==> src/rtl/ex_muldiv_if.sv <==
// rtl/ex_muldiv_if.sv - Request/result bundle between ID/EX control and the multiply/divide unit
//   master: drives start/op/a/b/flush, observes hi/lo/busy/done
//   slave : the multiply/divide unit
interface ex_muldiv_if #(
  parameter int WIDTH = 32
);
  logic             start;
  logic [2:0]       op;
  logic [WIDTH-1:0] a;
  logic [WIDTH-1:0] b;
  logic             flush;
  logic [WIDTH-1:0] hi;
  logic [WIDTH-1:0] lo;
  logic             busy;
  logic             done;

  modport master (
    output start, op, a, b, flush,
    input  hi, lo, busy, done
  );

  modport slave (
    input  start, op, a, b, flush,
    output hi, lo, busy, done
  );
endinterface

==> src/rtl/ex_muldiv.sv <==
// rtl/ex_muldiv.sv - Iterative MULTU/DIVU unit with HI/LO registers for the EX stage
//   clk, rst : clock, synchronous active-high reset
//   m (slave): start/op/a/b/flush in; hi/lo architectural registers, busy (stall), done pulse out
//   op[1:0]: 00 MULTU, 01 DIVU, 10 MTHI, 11 MTLO; op[2] selects signed MULT/DIV
//   Optional macro MULDIV_SIGNED_EN builds the signed magnitude/fixup path; otherwise op[2] is ignored.
module ex_muldiv #(
  parameter int WIDTH = 32
) (
  input  logic       clk,
  input  logic       rst,
  ex_muldiv_if.slave m
);
  localparam int CW = $clog2(WIDTH);
  localparam logic [CW-1:0] LAST = CW'(WIDTH - 1);

  typedef enum logic {IDLE, RUN} state_t;

  state_t             state_q, state_d;
  logic [CW-1:0]      count_q;
  logic [2*WIDTH-1:0] acc_q, acc_next;
  logic [WIDTH-1:0]   opnd_q;
  logic               is_div_q;
  logic [WIDTH-1:0]   hi_q, lo_q;
  logic               done_q;
  logic               accept_md, wr_hi, wr_lo, step, commit;
  logic [WIDTH:0]     mul_sum, div_trial;
  logic [WIDTH-1:0]   a_mag, b_mag, res_hi, res_lo;

  always_ff @(posedge clk) begin
    if (rst) state_q <= IDLE;
    else     state_q <= state_d;
  end

  // flush outranks start in IDLE and aborts a running op without commit
  always_comb begin
    state_d   = state_q;
    accept_md = 1'b0;
    wr_hi     = 1'b0;
    wr_lo     = 1'b0;
    step      = 1'b0;
    commit    = 1'b0;
    case (state_q)
      IDLE: begin
        if (m.start && !m.flush) begin
          case (m.op[1:0])
            2'b10:   wr_hi = 1'b1;
            2'b11:   wr_lo = 1'b1;
            default: begin
              accept_md = 1'b1;
              state_d   = RUN;
            end
          endcase
        end
      end
      RUN: begin
        if (m.flush) begin
          state_d = IDLE;
        end else begin
          step = 1'b1;
          if (count_q == LAST) begin
            commit  = 1'b1;
            state_d = IDLE;
          end
        end
      end
      default: state_d = IDLE;
    endcase
  end

  // acc holds {upper, lower}: multiply keeps {partial product, remaining multiplier bits},
  // divide keeps {partial remainder, dividend bits shifting into quotient bits}.
  // Both leave {hi, lo} in the same halves, so commit needs no per-op muxing.
  always_comb begin
    mul_sum   = {1'b0, acc_q[2*WIDTH-1:WIDTH]} + (acc_q[0] ? {1'b0, opnd_q} : '0);
    div_trial = acc_q[2*WIDTH-1:WIDTH-1] - {1'b0, opnd_q};
    if (is_div_q) begin
      // borrow out of the trial subtract means restore (keep the shifted remainder)
      if (div_trial[WIDTH]) acc_next = {acc_q[2*WIDTH-2:0], 1'b0};
      else                  acc_next = {div_trial[WIDTH-1:0], acc_q[WIDTH-2:0], 1'b1};
    end else begin
      acc_next = {mul_sum, acc_q[WIDTH-1:1]};
    end
  end

`ifdef MULDIV_SIGNED_EN
  logic               sa, sb;
  logic               neg_q_q, neg_r_q, div0_q;
  logic [2*WIDTH-1:0] prod_neg;

  assign sa       = m.op[2] & m.a[WIDTH-1];
  assign sb       = m.op[2] & m.b[WIDTH-1];
  assign a_mag    = sa ? -m.a : m.a;
  assign b_mag    = sb ? -m.b : m.b;
  assign prod_neg = -acc_next;

  always_ff @(posedge clk) begin
    if (rst) begin
      neg_q_q <= 1'b0;
      neg_r_q <= 1'b0;
      div0_q  <= 1'b0;
    end else if (accept_md) begin
      neg_q_q <= sa ^ sb;
      neg_r_q <= sa;
      div0_q  <= (m.b == '0);
    end
  end

  // divide by zero keeps the all-ones quotient unsigned; the remainder fixup restores a
  always_comb begin
    res_hi = acc_next[2*WIDTH-1:WIDTH];
    res_lo = acc_next[WIDTH-1:0];
    if (is_div_q) begin
      if (neg_r_q)            res_hi = -acc_next[2*WIDTH-1:WIDTH];
      if (neg_q_q && !div0_q) res_lo = -acc_next[WIDTH-1:0];
    end else if (neg_q_q) begin
      res_hi = prod_neg[2*WIDTH-1:WIDTH];
      res_lo = prod_neg[WIDTH-1:0];
    end
  end
`else
  logic unused_op2;

  assign unused_op2 = m.op[2];
  assign a_mag      = m.a;
  assign b_mag      = m.b;
  assign res_hi     = acc_next[2*WIDTH-1:WIDTH];
  assign res_lo     = acc_next[WIDTH-1:0];
`endif

  always_ff @(posedge clk) begin
    if (rst) begin
      count_q  <= '0;
      acc_q    <= '0;
      opnd_q   <= '0;
      is_div_q <= 1'b0;
      hi_q     <= '0;
      lo_q     <= '0;
      done_q   <= 1'b0;
    end else begin
      done_q <= commit;
      if (accept_md) begin
        count_q  <= '0;
        is_div_q <= m.op[0];
        acc_q    <= {{WIDTH{1'b0}}, (m.op[0] ? a_mag : b_mag)};
        opnd_q   <= m.op[0] ? b_mag : a_mag;
      end else if (step) begin
        acc_q   <= acc_next;
        count_q <= count_q + 1'b1;
      end
      if (commit) begin
        hi_q <= res_hi;
        lo_q <= res_lo;
      end
      if (wr_hi) hi_q <= m.a;
      if (wr_lo) lo_q <= m.a;
    end
  end

  assign m.hi   = hi_q;
  assign m.lo   = lo_q;
  assign m.busy = (state_q == RUN);
  assign m.done = done_q;
endmodule

==> src/flat_wrapper.sv <==
// flat-port wrapper written by rule: the top's interface ports become plain ports
module ex_muldiv_flat 
#(
  parameter int WIDTH = 32
)
  (clk, rst, m_start, m_op, m_a, m_b, m_flush, m_hi, m_lo, m_busy, m_done);
  ex_muldiv_if #(.WIDTH(WIDTH)) m_i ();
  input  logic clk;
  input  logic rst;
  input wire logic [$bits(m_i.start)-1:0] m_start;
  input wire logic [$bits(m_i.op)-1:0] m_op;
  input wire logic [$bits(m_i.a)-1:0] m_a;
  input wire logic [$bits(m_i.b)-1:0] m_b;
  input wire logic [$bits(m_i.flush)-1:0] m_flush;
  output wire logic [$bits(m_i.hi)-1:0] m_hi;
  output wire logic [$bits(m_i.lo)-1:0] m_lo;
  output wire logic [$bits(m_i.busy)-1:0] m_busy;
  output wire logic [$bits(m_i.done)-1:0] m_done;
  assign m_i.start = m_start;
  assign m_i.op = m_op;
  assign m_i.a = m_a;
  assign m_i.b = m_b;
  assign m_i.flush = m_flush;
  assign m_hi = m_i.hi;
  assign m_lo = m_i.lo;
  assign m_busy = m_i.busy;
  assign m_done = m_i.done;
  ex_muldiv #(.WIDTH(WIDTH)) u_core (.clk(clk), .rst(rst), .m(m_i));
endmodule
==> config.mk <==
export PLATFORM = sky130hd
export DESIGN_NAME = ex_muldiv_flat
export DESIGN_NICKNAME = d
export VERILOG_FILES = /design/src/rtl/ex_muldiv_if.sv /design/src/rtl/ex_muldiv.sv /design/src/flat_wrapper.sv
export SDC_FILE = /design/constraint.sdc
export NUM_CORES = 1
export LEC_CHECK = 0
export ABC_AREA = 1
export CORE_MARGIN = 2
export CORE_UTILIZATION = 55
export CTS_CLUSTER_DIAMETER = 80
export DETAILED_ROUTE_END_ITERATION = 6
export PLACE_DENSITY_LB_ADDON = 0.12
export SYNTH_ARGS = -nofsm -noshare
export SYNTH_HDL_FRONTEND = slang
export SYNTH_SLANG_ARGS = --single-unit
==> constraint.sdc <==
create_clock -name clk -period 5.8 [get_ports clk]
set_input_delay 1.16 -clock clk [delete_from_list [all_inputs] [get_ports clk]]
set_output_delay 1.16 -clock clk [all_outputs]
set_load 0.005 [all_outputs]
Word-level counts from Yosys, hierarchy flattened. Index checks and enable logic that the tools add are counted.

Logic and storage cells: 51. Flip-flop bits (word level): 168.

Bitwise logic cells: 1. Reductions and logical operators: 7. Mux-type cells: 28. Equality and inequality tests: 3. Add/subtract/negate cells: 3.

Operator list (count): $mux 32 (9); $mux 64 (2); $add 32x32->33 (1); $sub 33x32->33 (1); $mux 1 (16); $reduce_bool 2->1 (3); $add 5x1->5 const B (1); $eq 5x5->1 const B (1); $eq 2x2->1 const B (2); $reduce_or 2->1 (2); $pmux 1 s2 (1); $logic_and 1x1->1 (1); $logic_not 1->1 (1); $not 1->1 (1).

Longest topological paths before layout. Gate-level depths: netlist of the first run.

Depth in word-level cells: 6. Mapped depth: 21. Depth with buffers taken out: 20.

Least setup slack after synthesis of the first run. Ideal clock, no wire load.

Kind: input-to-reg. Start: input port m_flush. End: register u_core.hi_q[25] (netlist: u_core.m.hi[25]). Stages: 10. Arrival time: 2.382 ns. Path slack: 3.350 ns. Path buffers: 1. Path through: nor2_1 > inv_1 > nor2_1 > nor2_1 > inv_1 > clkbuf_1 > o21ai_0 > inv_1 > nand2_1 > a21oi_2.

Word-level cells in the longest chain between the ends: 5. Elaborated cells between the ends (all ways): 8.

Ends and longest elaborated chain: from (decl) (line flat_wrapper.sv:14) `input wire logic [$bits(m_i.flush)-1:0] m_flush;`; $logic_not 1->1 (line ex_muldiv.sv:44) `if (m.start && !m.flush) begin`; $logic_and 1x1->1 (line ex_muldiv.sv:44); $mux 1 (line ex_muldiv.sv:44); $mux 1 (line ex_muldiv.sv:42) `case (state_q)`; $mux 32 / $reduce_bool 2->1 (equally long branches); to (signal assigned) (line ex_muldiv.sv:151) `hi_q <= res_hi;`; to (signal assigned) (line ex_muldiv.sv:154) `if (wr_hi) hi_q <= m.a;`; to (decl) (line ex_muldiv.sv:23) `logic [WIDTH-1:0] hi_q, lo_q;`.

Parallel ways exist; a longest one is shown, timed or not. A chain may end at the register's enable or synchronous reset.

Worst setup path after layout of the first run.
Start: input port m_flush. End: register u_core.acc_q[28].

Word-level cells in the longest chain between the ends: 5. Elaborated cells between the ends (all ways): 8.

Ends and longest elaborated chain: $logic_not 1->1 (line ex_muldiv.sv:44); $logic_and 1x1->1 (line ex_muldiv.sv:44); $mux 1 (line ex_muldiv.sv:44); $mux 1 (line ex_muldiv.sv:42); $mux 32 / $reduce_bool 2->1 (equally long branches); to (signal assigned) (line ex_muldiv.sv:144) `acc_q <= {{WIDTH{1'b0}}, (m.op[0] ? a_mag : b_mag)};`; to (signal assigned) (line ex_muldiv.sv:147) `acc_q <= acc_next;`; to (decl) (line ex_muldiv.sv:20) `logic [2*WIDTH-1:0] acc_q, acc_next;`.

Parallel ways exist; a longest one is shown, timed or not.

==> flow_summary.json, run 1 <==
{
  "outcome": "complete, no violations",
  "switching_power_w": 0.00115,
  "vdd_ir_drop_max_uv": 210,
  "die_w_um": 160,
  "fmax_ghz": 0.231,
  "rsz0062_at_grt": "no",
  "gp_congestion": 0.959,
  "grtUsageTotal_pct": 35.3,
  "min_period_ns": 4.33,
  "ys_async_sr_fraction_pct": 0,
  "clock_power_share_pct": 34.9,
  "cp_max_fo": 36,
  "htreeDepth": 4,
  "cp_slowest_stage_delay_ns": 1.10,
  "grtUsageMet3_pct": 4.78,
  "grt.overflow.total": 0,
  "utilization_pct": 63.9,
  "die_h_um": 160,
  "viasPerCell": 5.63,
  "antenna_found_initial": 0,
  "slowest_stage": "clkinv_1",
  "crit_top_cell": "nand2_1",
  "layout-drive-gt1-share_pct": 3.69,
  "internal_power_w": 0.00204,
  "comb_power_share_pct": 26.6,
  "synth.distinct_cells": 43,
  "finalSetupViolations": 0,
  "netSwitchingFraction_pct": 36.0,
  "port_buffers": 135,
  "report.final.slew_viol_count": 0,
  "fillCellCount": 2414,
  "drc": 0,
  "worstSetupStartpointType": "primary input",
  "ys_warn_count": 0,
  "ys_seq_elements": 168,
  "grt_pass1_wl_mm": 73.2,
  "power.total_w": 0.00318,
  "yosysTopAreaCell": "dfxtp_1",
  "powerDensity_nw_per_um2": 207,
  "num_rows": 57,
  "hold_class": "flip-flop to flip-flop",
  "pin_count": 137,
  "p_leak_nw": 7.63,
  "drtPass1Iterations": 6,
  "clock_path_buffers": 2,
  "cts_num_sinks": 168,
  "grt-busiest-layer": "met2",
  "insertion_delay_ns": 0.44,
  "worst_pin_slew_ns": 1.14,
  "core_area_um2": 24100,
  "finalSetupTns_ns": 0,
  "critical_path_class": "primary input to flip-flop",
  "skew_ns": 0.0154,
  "drv_cap": 0,
  "fin_crit_sh_pct": 74.6,
  "crit_path_cell_trace": "clkdlybuf4s50_1, nor3_1, nand2_1, buf_4, nand2_1, clkinv_1, a31oi_1, o21ai_0, a21oi_1",
  "required_ns": 6.16,
  "wire_per_inst_um": 17.0,
  "final_nets": 2484,
  "seq_area_um2": 3360,
  "dr_total_vias": 15100,
  "ctsHoldBuffers": 0,
  "use_met2_pct": 56.8,
  "cts_setup_buffers": 0,
  "first_iter_violations": 1365,
  "cts_tree": "done",
  "grt_pass1_vias": 13900,
  "syn_inst": 2278,
  "cp.arrival_ns": 4.68,
  "fp.dieArea_um2": 25600,
  "hpwl_mm": 35.1,
  "cts.clk_slew.worst_paths_ns": 0.07,
  "cts_inserted_buffers": 17,
  "syn_nets": 2417,
  "seq_area_frac_synth_pct": 25.2,
  "ys.flop_type": "dfxtp_1",
  "grt_start_max_net_pins": 92,
  "grt_use_met1_pct": 49.9,
  "synth.area.top_cells": "dfxtp_1, nand2_1, inv_1, ha_1, nand3_1",
  "synth_edf_count": 0,
  "worstSetupEndpointType": "flip-flop",
  "yosysTopAreaCellShare_pct": 25.2,
  "start_util_pct": 55.5,
  "antenna_left": 0,
  "area_growth_pct": 15.1,
  "max_slew_margin_pct": 24.2,
  "cts_resized": 0,
  "antennaDiodeCount": 0,
  "drt_wl_total_mm": 45.5,
  "multi_input_area_um2": 8280,
  "pwr-share-seq_pct": 38.5,
  "avgSynthCellArea_um2": 5.87,
  "netlist_area_um2": 13400,
  "report.final.hold_viol_count": 0,
  "cts_root_buf": "clkbuf_16"
}
==> kinds of logic (layout without fill, tap and decap cells) <==
group / count (synthesis) / in the layout / share of synthesized area, %
muxes: 7 / 7 / 0.524
buffers and inverters: 454 / 533 / 13.0
AOI/OAI and AO/OA: 428 / 428 / 18.3
DFF: 168 / 168 / 25.2
and+or+nand+nor: 1130 / 1130 / 35.0
xor gates and xnor gates: 23 / 23 / 1.51
adders and majority gates: 68 / 68 / 6.48
==> state kept, by name, indices dropped and copies added (netlist names) <==
name             count
u_core.acc_q        64
u_core.count_q       5
u_core.opnd_q       32
u_core.m.lo         32
u_core.is_div_q      1
u_core.m.done        1
u_core.m.busy        1
u_core.m.hi         32
==> critical path, delay by kind of cell <==
kind	cells	cell delay [ns]
AO/OA/AOI/OAI	3	0.78
buffers and inverters	3	1.82
AND/OR/NAND/NOR	3	0.91
==> routing by layer <==
metal	routed length (um)	vias up
met3	3870	64
met5	0	-
met2	20600	634
met4	1010	0
met1	20100	6928
li1	-	7475
==> metrics by stage <==
step	hold WS, ns	instance area (um2)	setup slack [ns]	cells
after floorplan	0.445	13400	3.35	2278
after global placement	0.451	14800	1.27	2650
after detailed placement	0.457	14800	1.14	2650
after CTS	0.469	15400	1.57	2681
after global routing	0.493	15400	1.16	2681
final	0.471	15400	1.47	2681
==> synthesized netlist by cell type (5+ instances only) <==
library cell and number:
o21ai_0 147, nor2_2 5, nor2_1 115, buf_1 8
dfxtp_1 168, nand2_1 775, ha_1 66, o211ai_1 47
xnor2_1 14, mux2i_1 7, clkbuf_1 84, nand3b_1 26
xor2_1 9, nand2_2 7, nand3_1 163, buf_2 8
nand4_1 12, a31oi_1 76, nor3_1 11, o311ai_0 10
inv_1 344, a21oi_1 127, or2_2 6
==> path summary, 6_finish.rpt <==
path | start | end | slack [ns] | cells past startpoint
hold reg to reg | u_core.acc_q[1] | u_core.acc_q[1] | 0.47 | 2
setup reg to reg | u_core.acc_q[31] | u_core.m.hi[20] | 2.08 | 20
hold / removal | u_core.acc_q[1] | u_core.acc_q[1] | 0.47 | 2
setup / recovery | m_flush | u_core.acc_q[28] | 1.47 | 9
==> power by group through the flow <==
| stage | registers, W | logic (W) | clock network, W |
|---|---|---|---|
| after floorplan | 0.00123 | 0.000588 | 0 |
| after global placement | 0.00125 | 0.000816 | 0 |
| after detailed placement | 0.00125 | 0.000829 | 0 |
| after CTS | 0.00122 | 0.000834 | 0.00112 |
| after global routing | 0.00123 | 0.000943 | 0.00117 |
| final | 0.00123 | 0.000845 | 0.00111 |
==> area by class of cell <==
class | count | area share (%)
repair buffers | 152 | 9.54
inverters | 350 | 8.54
clock inverters | 14 | 0.862
multi-input cells | 1656 | 53.8
well taps | 324 | 2.63
clock buffers | 17 | 2.76
flip-flops and latches | 168 | 21.9
==> placed cells by master, fill, tap and decap left out, types with 11 or more instances in the layout <==
cell             Yosys  layout
o21ai_0            147     147
o211ai_1            47      47
clkbuf_16            0      17
clkdlybuf4s50_1      0     133
nand4_1             12      12
nand3b_1            26      26
inv_1              344     343
nor2_1             115     109
dfxtp_1            168     167
xnor2_1             14      14
a21oi_1            127     127
nand2_1            775     775
nand3_1            163     163
nor3_1              11      11
ha_1                66      66
buf_4                1      17
a31oi_1             76      76
Power figures use the tool's default switching activity.
==> run 2, diff against run 1 <==
Settings changed: CORE_UTILIZATION 55 to 53.
Clock period 5.8 ns to 3.5 ns, I/O delays scaled along.
==> run 2 against run 1 <==
Against the previous run:
- wire length grew 0.54%
- flip-flop and latch count stayed put
- sequential power up 65%
- global-route usage is 0.81 points lower
- die area grew 3.7%
- total power increased by 70%
- critical path depth rose by 8
- critical endpoint is now u_core.m.hi[27]
- highest routed layer unchanged
==> flow_summary.json, run 2 (synthesis results as in run 1) <==
{
  "outcome": "complete, no violations",
  "viasPerCell": 5.54,
  "report.final.hold_viol_count": 0,
  "start_util_pct": 53.6,
  "fin_crit_sh_pct": 90.0,
  "r2r-start": "u_core.opnd_q[23]",
  "fin_area_um2": 15600,
  "vdd_ir_drop_max_uv": 327,
  "dr_total_vias": 15000,
  "powerDensity_nw_per_um2": 346,
  "first_iter_violations": 1324,
  "cts_root_buf": "clkbuf_16",
  "antenna_left": 0,
  "final_cell_mix": "nand2_1, inv_1, dfxtp_1, nand3_1, o21ai_0",
  "min_period_ns": 3.15,
  "grt_pass1_vias": 13800,
  "reg2reg_depth": 17,
  "grt_start_max_net_pins": 92,
  "fmax_ghz": 0.317,
  "die_h_um": 163,
  "htreeDepth": 4,
  "antennaDiodeCount": 0,
  "drc": 0,
  "hpwl_mm": 35.6,
  "cp.arrival_ns": 3.51,
  "antenna_found_initial": 0,
  "port_buffers": 135,
  "hold_depth": 2,
  "hold_class": "flip-flop to flip-flop",
  "place_area_um2": 15000,
  "max_slew_margin_pct": 31.3,
  "core_area_um2": 25000,
  "critical_path_class": "flip-flop to flip-flop",
  "largest_reg_flops": 64,
  "grt.overflow.total": 0,
  "area_growth_pct": 16.8,
  "clock_path_buffers": 2,
  "critPathBufInv": 2,
  "crit_path_cell_trace": "inv_1, ha_1, nand2_1, nor2_1, inv_1, nor3_1, and2_1, nand2_1, nand2_1, nand2_1, nand2_1, nand2_2, nand2_1, nand2_1, nand3_1, nand2_1, a21oi_1",
  "gp_congestion": 1.00,
  "rsz0062_at_grt": "no",
  "p_leak_nw": 7.76,
  "fp.dieArea_um2": 26500,
  "die_w_um": 163,
  "cts.clk_slew.worst_paths_ns": 0.07,
  "skew_ns": 0.0170,
  "hold_end": "u_core.m.hi[22]",
  "crit_top_cell": "nand2_1",
  "drt_wl_total_mm": 45.8,
  "r2r_end": "u_core.m.hi[27]",
  "path_delay_family": "simple AND/OR/NAND/NOR gates",
  "pwr-share-seq_pct": 37.6,
  "utilization_pct": 62.5,
  "clock_power_share_pct": 35.9,
  "top_register": "u_core.acc_q",
  "cp_slowest_stage_delay_ns": 0.56,
  "slowest_stage": "nor3_1",
  "finalSetupViolations": 0,
  "grtUsageTotal_pct": 34.5,
  "required_ns": 3.86,
  "report.final.slew_viol_count": 0,
  "internal_power_w": 0.00349,
  "switching_power_w": 0.00192,
  "hold_start": "u_core.m.hi[22]",
  "drtPass1Iterations": 6,
  "netSwitchingFraction_pct": 35.4,
  "worst_pin_slew_ns": 1.03,
  "cts_tree": "done",
  "drv_cap": 0,
  "wire_per_inst_um": 16.9,
  "cts_setup_buffers": 0,
  "ctsHoldBuffers": 0,
  "worstSetupEndpointType": "flip-flop",
  "cts_num_sinks": 168,
  "grt_pass1_wl_mm": 72.5,
  "insertion_delay_ns": 0.44,
  "worstSetupStartpointType": "flip-flop",
  "ff2ff_setup_slack_ns": 0.35,
  "cts_inserted_buffers": 17,
  "num_rows": 58,
  "layout-drive-gt1-share_pct": 4.38,
  "final_nets": 2500,
  "final_common_cell": "nand2_1",
  "cp_max_fo": 5,
  "pin_count": 137,
  "comb_power_share_pct": 26.5,
  "finalSetupTns_ns": 0,
  "cts_resized": 0
}
run 2: worst max-delay path by stage:
stage | cells after the start | end | start
after floorplan | 18 | u_core.acc_q[59] | u_core.acc_q[0]
after global placement | 19 | u_core.m.hi[28] | u_core.acc_q[31]
after detailed placement | 19 | u_core.m.hi[28] | u_core.acc_q[31]
after CTS | 19 | u_core.m.hi[28] | u_core.acc_q[31]
after global routing | 19 | u_core.m.hi[19] | u_core.acc_q[31]
final | 17 | u_core.m.hi[27] | u_core.opnd_q[23]
run 2: per-layer routing:
layer / up-vias / global-route usage [%] / wire [um]
li1: 7509 / - / -
met1: 6817 / 49.3 / 21000
met2: 571 / 54.5 / 20100
met3: 81 / 3.44 / 3340
met4: 0 / 11.6 / 1360
met5: - / 0 / 0
run 2: worst min-delay path, cell delays in order, from the launching register on:
cell and delay (ns):
dfxtp_1 0.31, nand2_1 0.06, a21oi_1 0.05
run 2: per-stage QoR:
| stage | hold WS [ns] | power, W | instances | setup slack [ns] |
|---|---|---|---|---|
| CTS | 0.468 | 0.00541 | 2704 | 0.419 |
| finish | 0.470 | 0.00541 | 2704 | 0.349 |
| floorplan | 0.445 | 0.00302 | 2278 | 1.06 |
| detailed placement | 0.457 | 0.00347 | 2672 | 0.450 |
| global route | 0.482 | 0.00568 | 2704 | 0.147 |
| global placement | 0.452 | 0.00345 | 2672 | 0.504 |
run 2: area by class of cell:
class                   count  area, um2
fillers                  2481       9350
multi-input cells        1656       8280
flip-flops and latches    168       3360
repair buffers            168       1640
inverters                 350       1310
clock buffers              17        425
well taps                 330        413
clock inverters            15        176
run 2: power groups by stage:
stage               Combinational [W]  Clock [W]  Sequential, W
finish                        0.00143    0.00194        0.00203
global route                  0.00160    0.00204        0.00204
CTS                           0.00141    0.00197        0.00203
detailed placement            0.00140          0        0.00207
global placement              0.00138          0        0.00207
floorplan                    0.000975          0        0.00204
